**config.mk**
```make
export PLATFORM = sky130hd
export DESIGN_NAME = rand_cell_picker
export DESIGN_NICKNAME = d
export VERILOG_FILES = /design/src/rtl/rand_cell_picker.sv
export SDC_FILE = /design/constraint.sdc
export NUM_CORES = 1
export LEC_CHECK = 0
export ABC_AREA = 1
export ABC_CLOCK_PERIOD_IN_PS = 4300
export CORE_MARGIN = 5
export CORE_UTILIZATION = 40
export DETAILED_ROUTE_END_ITERATION = 10
export GPL_ROUTABILITY_DRIVEN = 0
export HOLD_SLACK_MARGIN = 0.15
export PLACE_DENSITY = 0.71
export SYNTH_ARGS = -nofsm -noshare
export SYNTH_HDL_FRONTEND = slang
export SYNTH_SLANG_ARGS = --single-unit
export TNS_END_PERCENT = 20
```
**constraint.sdc**
```tcl
create_clock -name clk -period 4.3 [get_ports clk]
set_clock_uncertainty 0.15 [all_clocks]
set_input_delay 0.86 -clock clk [delete_from_list [all_inputs] [get_ports clk]]
set_output_delay 0.86 -clock clk [all_outputs]
set_load 0.1 [all_outputs]
```
**src/rtl/rand_cell_picker.sv**
```systemverilog
// rand_cell_picker: draws PICK_COUNT distinct board cells out of NUM_CELLS using values
// from an external 5-bit LFSR. Each draw pulses rand_en once and inspects the advanced
// value one cycle later; out-of-range or already-used values are re-drawn.
//
// Optional build feature, macro PICK_TIMEOUT_EN: adds an 8-bit reject counter and a
// 'timeout' output that ends a request early after 255 consecutive rejects.
module rand_cell_picker #(
    parameter int unsigned NUM_CELLS  = 16,
    parameter int unsigned PICK_COUNT = 8
) (
    input  logic       clk,
    input  logic       rst,
    input  logic       start,
    input  logic [4:0] rand_num,
    output logic       rand_en,
    output logic [4:0] cell_idx,
    output logic       cell_valid,
    output logic       busy,
    output logic       done
`ifdef PICK_TIMEOUT_EN
    ,
    output logic       timeout
`endif
);

    typedef enum logic [2:0] {
        StIdle,
        StDraw,
        StCheck,
        StEmit,
        StDone
    } state_e;

    localparam logic [4:0] NumCellsW  = 5'(NUM_CELLS);
    localparam logic [4:0] PickCountW = 5'(PICK_COUNT);

    state_e                 state_q, state_d;
    logic [NUM_CELLS-1:0]   used_q, used_d;
    logic [4:0]             cnt_q, cnt_d;
    logic [4:0]             idx_q, idx_d;

`ifdef PICK_TIMEOUT_EN
    logic [7:0]             rej_q, rej_d;
    logic                   tmo_q, tmo_d;
`endif

    logic [4:0]             rn_m1;
    logic                   rn_in_range;
    logic [NUM_CELLS-1:0]   rn_onehot;
    logic [NUM_CELLS-1:0]   idx_onehot;
    logic                   rn_used;
    logic                   accept;
    logic [4:0]             cnt_inc;

    // Decode the candidate cell and the latched cell into one-hot masks over the board.
    always_comb begin
        rn_onehot  = '0;
        idx_onehot = '0;
        for (int i = 0; i < int'(NUM_CELLS); i++) begin
            if (rn_m1 == 5'(i)) begin
                rn_onehot[i] = 1'b1;
            end
            if (idx_q == 5'(i)) begin
                idx_onehot[i] = 1'b1;
            end
        end
    end

    assign rn_m1       = rand_num - 5'd1;
    assign rn_in_range = (rand_num != 5'd0) && (rand_num <= NumCellsW);
    assign rn_used     = |(used_q & rn_onehot);
    assign accept      = rn_in_range && !rn_used;
    assign cnt_inc     = cnt_q + 5'd1;

    // Next-state logic for the draw FSM and its bookkeeping registers.
    always_comb begin
        state_d = state_q;
        used_d  = used_q;
        cnt_d   = cnt_q;
        idx_d   = idx_q;
`ifdef PICK_TIMEOUT_EN
        rej_d   = rej_q;
        tmo_d   = 1'b0;
`endif
        unique case (state_q)
            StIdle: begin
                if (start) begin
                    state_d = StDraw;
                    used_d  = '0;
                    cnt_d   = '0;
`ifdef PICK_TIMEOUT_EN
                    rej_d   = '0;
`endif
                end
            end
            StDraw: begin
                state_d = StCheck;
            end
            StCheck: begin
                if (accept) begin
                    // cell_idx only ever changes here, so rejected values never appear on it.
                    idx_d   = rn_m1;
                    state_d = StEmit;
`ifdef PICK_TIMEOUT_EN
                    rej_d   = '0;
`endif
                end else begin
                    state_d = StDraw;
`ifdef PICK_TIMEOUT_EN
                    rej_d   = rej_q + 8'd1;
                    if (rej_q == 8'd254) begin
                        state_d = StDone;
                        tmo_d   = 1'b1;
                    end
`endif
                end
            end
            StEmit: begin
                used_d  = used_q | idx_onehot;
                cnt_d   = cnt_inc;
                state_d = (cnt_inc == PickCountW) ? StDone : StDraw;
            end
            StDone: begin
                state_d = StIdle;
            end
            default: begin
                state_d = StIdle;
            end
        endcase
    end

    // State and bookkeeping registers; reset abandons any request in flight.
    always_ff @(posedge clk or posedge rst) begin
        if (rst) begin
            state_q <= StIdle;
            used_q  <= '0;
            cnt_q   <= '0;
            idx_q   <= '0;
        end else begin
            state_q <= state_d;
            used_q  <= used_d;
            cnt_q   <= cnt_d;
            idx_q   <= idx_d;
        end
    end

`ifdef PICK_TIMEOUT_EN
    // Reject counter and timeout flag; the flag is high exactly during the DONE cycle it causes.
    always_ff @(posedge clk or posedge rst) begin
        if (rst) begin
            rej_q <= '0;
            tmo_q <= 1'b0;
        end else begin
            rej_q <= rej_d;
            tmo_q <= tmo_d;
        end
    end

    assign timeout = tmo_q;
`endif

    // Strobes are decoded from state alone so reset clears them without waiting for a clock.
    assign rand_en    = (state_q == StDraw);
    assign cell_valid = (state_q == StEmit);
    assign done       = (state_q == StDone);
    assign busy       = (state_q != StIdle);
    assign cell_idx   = idx_q;

endmodule

```
==> reports/summary.json <==
{
  "clocking": {
    "numCtsBuffers": 5,
    "cts_tree": "done",
    "cts-htree-levels": 2,
    "insertion_delay_ns": 0.28,
    "cts.clk_slew.worst_paths_ns": 0.07,
    "clock-sinks": 29,
    "postCtsSetupRepairBufs": 0,
    "holdBufCountCts": 0,
    "clk_tree_root_cell": "clkbuf_8",
    "ctsLongestPathBuffers": 2,
    "cts_resized": 0
  },
  "floorplanning": {
    "design.die.area_mm2": 0.00558,
    "die_w_um": 74.7,
    "die-height_um": 74.7,
    "floorplan.rows": 23,
    "placeableCoreArea_mm2": 0.00403,
    "initial_core_util_pct": 41.6,
    "number_of_placed_i_o_pins": 17
  },
  "yosys": {
    "synthTopCellsByCount": "67 x nand2_1, 29 x dfrtp_1, 25 x nor2_1",
    "synthesized_cell_area_mm2": 0.00168,
    "ys_warn_count": 0,
    "async_reset_ff_share_pct": 100,
    "count_of_flip_flops_with_a_built_in_enable_after_synthesis": 0,
    "dominantRegCellSynth": "dfrtp_1",
    "yosysSeqAreaShare_pct": 43.3,
    "synth_largest_area_cell": "dfrtp_1",
    "ys_ff_latch": 29,
    "post_synth.cell_area_avg_um2": 7.51,
    "syn-num-nets": 238,
    "post_synth_inst_count": 223,
    "synth_top_area_share_pct": 43.3,
    "synth.top_cells.by_area": "dfrtp_1 43%, nand2_1 15%, nor2_1 5.6%, inv_1 5.4%, ha_1 5.2%",
    "post_synth_num_cell_types": 25,
    "post-synth-top-count-cell": "nand2_1"
  },
  "sta": {
    "max_freq_ghz": 0.325,
    "worst-slew-pin-transition_ns": 1.05,
    "setup_viol_count_final": 0,
    "slew_headroom_pct": 30.1,
    "final.min_clock_period_ns": 3.08,
    "finalCritPeriodShare_pct": 71.6,
    "fin_hold_ws_ns": 0.361,
    "finalHoldViolCount": 0,
    "tns_ns": 0,
    "slew_viol_final": 0,
    "setup_repair_after_global_routing_missed_its_margin": "no"
  },
  "hold_path": {
    "hp-class": "reg2reg",
    "worst_hold_path.num_cells": 2
  },
  "grt": {
    "grt_pass1_wl_um": 5940,
    "grt_util_all_layers_pct": 13.9,
    "first_global_vias": 1325,
    "antenna_found_initial": 0,
    "largest_net_degree_at_the_start_of_global_routing": 30,
    "grt.overflow.total": 0
  },
  "critical_path": {
    "req_time_crit_path_ns": 3.29,
    "endpoint_kind": "output port",
    "arrival_ns": 2.07,
    "rr_worst_depth": 8,
    "crit_fanout": 3,
    "regToRegSetupSlack_ns": 2.53,
    "worst_path_class_setup": "reg2out",
    "timing.critical_path.from_type": "flip-flop"
  },
  "layout": {
    "layout.area.seq_um2": 726,
    "multi_input_area_um2": 831,
    "drive_above_1_share_pct": 8.57,
    "nets": 259,
    "fillerInstances": 417,
    "insertedDiodeCount": 0,
    "syn_to_final_growth_pct": 19.4
  },
  "detailed_routing": {
    "avgRoutedWirePerCell_um": 11.2,
    "detail-route-antenna-nets": 0,
    "route.detailed.drc": 0,
    "drt_first_iter_violations": 53,
    "via_count": 1410,
    "post_drt_via_cell_ratio": 4.78,
    "drt-total-wl_um": 3320,
    "drt_pass1_iterations": 4
  },
  "power": {
    "seqPwrFrac_pct": 31.5,
    "total_leakage_power_nw": 0.978,
    "net-switching-power_uw": 794,
    "vdd.ir_drop.worst_mv": 0.624,
    "intPower_uw": 774,
    "power.share.switching_pct": 50.6,
    "power_dens_cells_mw_per_mm2": 784,
    "share_comb_of_total_power_pct": 50.3,
    "share_clk_of_total_power_pct": 18.1
  },
  "place": {
    "number_of_buffer_cells_added_on_primary_ports": 16,
    "dpl.hpwl_um": 2540
  },
  "run_status": {
    "run_status": "complete, no violations"
  },
  "run": {
    "drv.max_cap_violation_count": 0
  }
}
==> metal layers <==
layer	track usage [%]	share of wire (%)	up-vias
met2	22.0	44	25
li1	-	-	749
met1	19.0	51	630
met3	2.67	3.2	6
met5	0	0	-
met4	5.34	1.9	0
==> stage by stage <==
| stage | instance area, um^2 | setup slack, ns | total power [mW] | instances | util (%) |
|---|---|---|---|---|---|
| finish | 2000 | 1.22 | 1.57 | 295 | 49.7 |
| global route | 2000 | 1.11 | 1.69 | 295 | 49.7 |
| CTS | 2000 | 1.20 | 1.58 | 295 | 49.7 |
| detailed placement | 1890 | 1.49 | 1.29 | 287 | 46.8 |
| global placement | 1890 | 1.53 | 1.28 | 287 | 46.8 |
| floorplan | 1680 | 0.801 | 1.11 | 223 | - |
==> cell families (layout without fill, tap and decap cells) <==
logic type | Yosys count | after routing | synth area share, %
XOR/XNOR | 8 | 8 | 4.18
AND/OR/NAND/NOR | 114 | 114 | 29.3
AO/OA/AOI/OAI | 34 | 34 | 10.9
buffers and inverters | 31 | 53 | 7.10
flip-flops | 29 | 29 | 43.3
adder cells (fa/ha/maj) | 7 | 7 | 5.23
==> path summary, 6_finish.rpt <==
| check | start | to |
|---|---|---|
| worst max-delay path | state_q[2]$_DFFE_PP0P_ | rand_en |
| worst max register to register | state_q[2]$_DFFE_PP0P_ | used_q[9]$_DFFE_PP0P_ |
| worst min register to register | used_q[11]$_DFFE_PP0P_ | used_q[11]$_DFFE_PP0P_ |
| max in group asynchronous | rst | cnt_q[0]$_DFFE_PP0P_ |
| worst min-delay path | used_q[11]$_DFFE_PP0P_ | used_q[11]$_DFFE_PP0P_ |
| min in group asynchronous | rst | used_q[10]$_DFFE_PP0P_ |
==> critical path, stage by stage (launching register included) <==
cell             delay, ns
dfrtp_1               0.38
inv_1                 0.09
nand2_1               0.09
nor2_1                0.09
clkdlybuf4s50_1       1.13
==> power by group through the flow <==
| stage | sequential, mW | clock [mW] | combinational (mW) |
|---|---|---|---|
| detailed placement | 0.496 | 0 | 0.793 |
| floorplan | 0.629 | 0 | 0.481 |
| global route | 0.514 | 0.305 | 0.874 |
| CTS | 0.493 | 0.289 | 0.795 |
| global placement | 0.494 | 0 | 0.788 |
| finish | 0.494 | 0.284 | 0.789 |
==> area by class of cell <==
type                    count  share of cell area [%]
repair buffers             16                    7.88
clock buffers               5                    3.44
multi-input cells         163                    41.5
well taps                  50                    3.13
inverters                  29                    5.44
clock inverters             3                    2.31
flip-flops and latches     29                    36.3
==> registers in the layout (all words and copies together) (netlist names) <==
signal	cells
used_q	16
cell_idx	5
cnt_q	5
state_q	3
==> cells in the final DEF, fill, tap and decap left out, types with 2 or more instances in the layout <==
cell type and n:
nand3_1 11, inv_2 5, clkbuf_8 5, o21ai_1 10, xor2_1 5, nand4_1 2
xnor2_1 3, nand2_2 3, inv_1 24, o21ai_0 9, ha_1 7, a21oi_1 9
dfrtp_1 29, nor2_1 25, nand2_1 67, clkdlybuf4s50_1 15, a31oi_1 3
Power figures use the tool's default switching activity.
